$ cat src/rtl/register_file_sb.sv
// Two-read/one-write register file with registered reads, optional write bypass,
// optional hardwired-zero R0 and a per-register pending (scoreboard) bit with a running count.
module register_file_sb #(
    parameter int DATA_WIDTH = 32,
    parameter int ADDR_WIDTH = 5,
    parameter bit ZERO_REG   = 1'b1,
    parameter bit BYPASS     = 1'b1
) (
    input  logic                  CLK,
    input  logic                  RST,
    input  logic                  READ,
    input  logic [ADDR_WIDTH-1:0] ADDR_R1,
    input  logic [ADDR_WIDTH-1:0] ADDR_R2,
    output logic [DATA_WIDTH-1:0] DATA_R1,
    output logic [DATA_WIDTH-1:0] DATA_R2,
    output logic                  BUSY_R1,
    output logic                  BUSY_R2,
    output logic                  RD_VALID,
    input  logic                  WRITE,
    input  logic [ADDR_WIDTH-1:0] ADDR_W,
    input  logic [DATA_WIDTH-1:0] DATA_W,
    input  logic                  RESERVE,
    input  logic [ADDR_WIDTH-1:0] ADDR_RES,
    output logic [ADDR_WIDTH:0]   PEND_CNT
);

    localparam int DEPTH = 2 ** ADDR_WIDTH;
    localparam logic [ADDR_WIDTH:0] CNT_MAX = (ADDR_WIDTH + 1)'(DEPTH);

    logic [DATA_WIDTH-1:0] regs [DEPTH];
    logic [DEPTH-1:0]      pend;
    logic [DEPTH-1:0]      pend_next;
    logic                  wr_eff;
    logic                  res_eff;
    logic                  cnt_inc;
    logic                  cnt_dec;
    logic [DATA_WIDTH-1:0] rd1_data;
    logic [DATA_WIDTH-1:0] rd2_data;
    logic                  rd1_busy;
    logic                  rd2_busy;

    // Writes and reservations aimed at a hardwired R0 are dropped before touching any state.
    always_comb begin
        wr_eff  = WRITE && !(ZERO_REG && (ADDR_W == '0));
        res_eff = RESERVE && !(ZERO_REG && (ADDR_RES == '0));

        pend_next = pend;
        if (wr_eff)
            pend_next[ADDR_W] = 1'b0;
        if (res_eff)
            pend_next[ADDR_RES] = 1'b1;

        // A write clearing a bit that is re-reserved this edge does not count as a release.
        cnt_inc = res_eff && !pend[ADDR_RES];
        cnt_dec = wr_eff && pend[ADDR_W] && !(res_eff && (ADDR_RES == ADDR_W));
    end

    always_comb begin
        rd1_data = regs[ADDR_R1];
        rd2_data = regs[ADDR_R2];
        if (BYPASS && wr_eff && (ADDR_W == ADDR_R1))
            rd1_data = DATA_W;
        if (BYPASS && wr_eff && (ADDR_W == ADDR_R2))
            rd2_data = DATA_W;

        rd1_busy = BYPASS ? pend_next[ADDR_R1] : pend[ADDR_R1];
        rd2_busy = BYPASS ? pend_next[ADDR_R2] : pend[ADDR_R2];

        if (ZERO_REG && (ADDR_R1 == '0)) begin
            rd1_data = '0;
            rd1_busy = 1'b0;
        end
        if (ZERO_REG && (ADDR_R2 == '0)) begin
            rd2_data = '0;
            rd2_busy = 1'b0;
        end
    end

    // RD_VALID is a one-cycle qualifier with no back-pressure: it is high for exactly the
    // cycle after an edge that sampled READ=1, and DATA_R*/BUSY_R* are meaningful while it is high.
    always_ff @(posedge CLK or negedge RST) begin
        if (!RST) begin
            for (int i = 0; i < DEPTH; i++)
                regs[i] <= '0;
            pend     <= '0;
            PEND_CNT <= '0;
            DATA_R1  <= '0;
            DATA_R2  <= '0;
            BUSY_R1  <= 1'b0;
            BUSY_R2  <= 1'b0;
            RD_VALID <= 1'b0;
        end else begin
            if (wr_eff)
                regs[ADDR_W] <= DATA_W;
            pend <= pend_next;

            if (cnt_inc && !cnt_dec && (PEND_CNT != CNT_MAX))
                PEND_CNT <= PEND_CNT + 1'b1;
            else if (cnt_dec && !cnt_inc && (PEND_CNT != '0))
                PEND_CNT <= PEND_CNT - 1'b1;

            RD_VALID <= READ;
            if (READ) begin
                DATA_R1 <= rd1_data;
                DATA_R2 <= rd2_data;
                BUSY_R1 <= rd1_busy;
                BUSY_R2 <= rd2_busy;
            end
        end
    end

endmodule

$ cat config.mk
export PLATFORM = sky130hd
export DESIGN_NAME = register_file_sb
export DESIGN_NICKNAME = d
export VERILOG_FILES = /design/src/rtl/register_file_sb.sv
export SDC_FILE = /design/constraint.sdc
export NUM_CORES = 2
export LEC_CHECK = 0
export ABC_CLOCK_PERIOD_IN_PS = 3520
export CORE_MARGIN = 1.5
export CORE_UTILIZATION = 55
export CTS_CLUSTER_SIZE = 24
export DETAILED_ROUTE_END_ITERATION = 12
export GPL_TIMING_DRIVEN = 0
export PLACE_DENSITY = 0.83
export RECOVER_POWER = 25
export SLEW_MARGIN = 40
export SYNTH_ARGS = -nofsm -noshare
export SYNTH_HDL_FRONTEND = slang
export SYNTH_SLANG_ARGS = --single-unit
$ cat constraint.sdc
create_clock -name CLK -period 3.52 [get_ports CLK]
set_input_delay 0.704 -clock CLK [delete_from_list [all_inputs] [get_ports CLK]]
set_output_delay 0.704 -clock CLK [all_outputs]
set_load 0.05 [all_outputs]
==> results.json <==
{
  "status": "finished with violations",
  "violations": "max-capacitance violations, max-slew violations, negative setup slack",
  "leakage_nw": 29.86,
  "synthCells": 4362,
  "fin_crit_ps": 3730,
  "syn_avg_cell_area_um2": 13.88,
  "wirelength_um": 214000,
  "setup_viol": 19,
  "hold_slack_ps": 471.0,
  "antenna_found_initial": 9,
  "setup_ws_ps": -209.8,
  "synth_fa_ha_area_share_pct": 0.1157,
  "netlist_area_um2": 60540,
  "cts_buffer_depth": 3,
  "die_w_um": 334.8,
  "p_switching_mw": 12.13,
  "via_per_inst": 7.282,
  "clock_sinks": 1129,
  "synth_top_family_by_area": "multiplexers",
  "crit_fanout": 10,
  "num_rows": 121,
  "root_buffer": "clkbuf_16",
  "cts.clk_slew.worst_paths_ps": 60,
  "synth-edff-count": 0,
  "cts_buffers": 113,
  "dp_cells": 5912,
  "synthSimpleGateAreaFrac_pct": 4.849,
  "clk_latency_ps": 760,
  "hold_viol": 0,
  "cpPeakStageDelay_ps": 670,
  "async_flop_share_pct": 100.0,
  "fillers": 7758,
  "syn_nets": 4424,
  "critPathTopFamily": "buffers and inverters",
  "path_class": "input port to flip-flop",
  "synth.distinct_cells": 79,
  "p_int_mw": 27.98,
  "crit_arrival_ps": 4360,
  "place_ws_ps": -1178,
  "hp-class": "input port to flip-flop",
  "maxCapViolations": 2,
  "pwr-share-comb_pct": 24.4,
  "max-slew-margin-rel_pct": -42.82,
  "cts_tree": "yes",
  "dpl_cell_area_um2": 64170,
  "synth_compound_area_share_pct": 4.231,
  "final_common_cell": "dfrtp_1",
  "core_um2": 109000,
  "drtPass1Iterations": 8,
  "drc": 0,
  "grt_max_degree": 111,
  "drt_iter0_drc": 6720,
  "clkPwrFrac_pct": 32.0,
  "cp_data_required_time_ps": 4150,
  "area_delta_synth_final_pct": 12.63,
  "port_buffers": 118,
  "initial_core_util_pct": 55.54,
  "cpMostUsedCell": "buf_2",
  "drv_slew": 169,
  "rsz0062_at_grt": "true",
  "yosys_warnings": 0,
  "period_share_pct": 106.0,
  "ant_nets": 0,
  "mostFrequentLayoutCells": "dfrtp_1, mux2_2, mux4_2",
  "path_cells": "buf_2, buf_2, buf_2, xnor2_1, and3_1, clkbuf_1, clkbuf_2, a21oi_1, o32ai_1",
  "gr-total-overflow": 0,
  "clock_skew_ps": 27.85,
  "cpMaxStageDelayCell": "clkbuf_2",
  "die_h_um": 334.8,
  "post_drt_wl_per_cell_um": 34.88,
  "totalPowerFinal_mw": 40.11,
  "final_net_count": 4682,
  "fmax_mhz": 268.1,
  "synthMuxAreaShare_pct": 40.13,
  "p_sw_share_pct": 30.25,
  "synth-seq-cells": 1129,
  "grt_pass1_vias": 45670,
  "drive_gt1_share_pct": 41.20,
  "final_cells": 6136,
  "ioPinCount": 130,
  "yosysSeqAreaShare_pct": 46.67,
  "htree_levels": 3,
  "globalplace.congestion": 1.000,
  "synth_xor_area_share_pct": 0.2728,
  "powerDensity_nw_per_um2": 588.3,
  "fin_area_um2": 68190,
  "ys.flop_type": "dfrtp_1",
  "dieArea_um2": 112100,
  "max_slew.worst_pin.slew_ps": 2142,
  "hpwl_um": 145300,
  "end_kind": "flip-flop",
  "track_usage_pct": 38.30,
  "vdd_drop_max_v": 0.0004343,
  "setup_tns_ps": -814.3,
  "sequentialPowerShare_pct": 43.5,
  "crit_buf_inv": 5,
  "grt_pass1_wl_um": 307200,
  "fin_util_pct": 62.55,
  "num_vias": 44680,
  "startpoint_type": "input port"
}
-- tightest hold or removal path: cells and delay by family --
family	cells	cell delay, ps
buffers and inverters	1	140
AO/OA/AOI/OAI	1	240
AND/OR/NAND/NOR	1	70
-- area by class of cell --
type | instances | area (um^2) | area share [%]
clock buffers | 172 | 3381 | 4.958
plain buffers | 467 | 2195 | 3.219
clock inverters | 39 | 506.7 | 0.7432
well taps | 1414 | 1769 | 2.595
inverters | 75 | 281.5 | 0.4129
multi-input cells | 2690 | 30160 | 44.23
diodes | 6 | 15.01 | 0.02202
repair buffers | 144 | 1627 | 2.385
flip-flops and latches | 1129 | 28250 | 41.43
-- sequential cells by signal (all words and copies together), names as in the netlist --
name / flops
BUSY_R1: 1
PEND_CNT: 6
regs: 1024
DATA_R2: 32
DATA_R1: 32
RD_VALID: 1
BUSY_R2: 1
pend: 32
-- power by group through the flow --
stage / combinational (mW) / clock, mW / sequential (mW)
finish: 9.80 / 12.8 / 17.5
global route: 10.3 / 13.3 / 17.7
CTS: 9.60 / 12.7 / 17.3
detailed placement: 9.51 / 0 / 17.5
global placement: 9.09 / 0 / 17.4
floorplan: 6.23 / 0 / 17.6
-- metal layers --
layer	global-route usage (%)	vias to the layer above	share of wire (%)	routed length, um
met2	55.60	3823	43	92960
li1	-	16910	-	-
met4	25.12	14	7.8	16800
met3	18.52	1054	16	33300
met1	45.27	22880	33	70690
met5	0.7382	-	0.12	254
-- what timing repair did --
action,CTS,global route
buffers inserted,2,4
cloned,0,0
endpoints found under the hold margin,58,0
pin swaps,2,7
hold buffers,1,0
gates resized for setup,16,20
endpoints found under the setup margin,31,19
-- Yosys cell counts, drive strengths merged, types with 5 or more instances --
cell	n	share of area, %
a211oi	33	0.42
a21oi	41	0.34
a221oi	37	0.54
a22o	17	0.25
a22oi	32	0.40
and2	33	0.34
buf	137	1.2
clkbuf	331	2.1
dfrtp	1129	47
inv	72	0.45
mux2	898	17
mux2i	142	2.3
mux4	566	21
nand2	477	3.0
nand2b	7	0.072
nand3	12	0.099
nand3b	5	0.062
nand4	6	0.072
nor2	97	0.61
nor2b	7	0.072
o21ai	110	0.91
o22ai	36	0.37
o32ai	33	0.48
or2	7	0.072
xnor2	7	0.10
xor2	11	0.17
-- cells by family after synthesis --
logic type                 count (synthesis)
AOI/OAI and AO/OA                        375
xor gates and xnor gates                  18
adders and majority gates                  5
buffers and inverters                    543
DFF                                     1129
muxes                                   1606
and+or+nand+nor                          686
-- path summary, 6_finish.rpt --
| kind | from | to | slack [ps] | cells past startpoint |
|---|---|---|---|---|
| min in group asynchronous | RST | PEND_CNT[3] | 490 | 2 |
| hold reg to reg | regs[1022] | regs[1022] | 490 | 1 |
| hold / removal | ADDR_RES[1] | pend[9] | 470 | 3 |
| max in group asynchronous | RST | DATA_R1[12] | 530 | 3 |
| setup reg to reg | pend[0] | PEND_CNT[5] | 90 | 12 |
| setup / recovery | ADDR_R2[1] | DATA_R2[11] | -210 | 9 |
(Power assumes the default switching activity.)
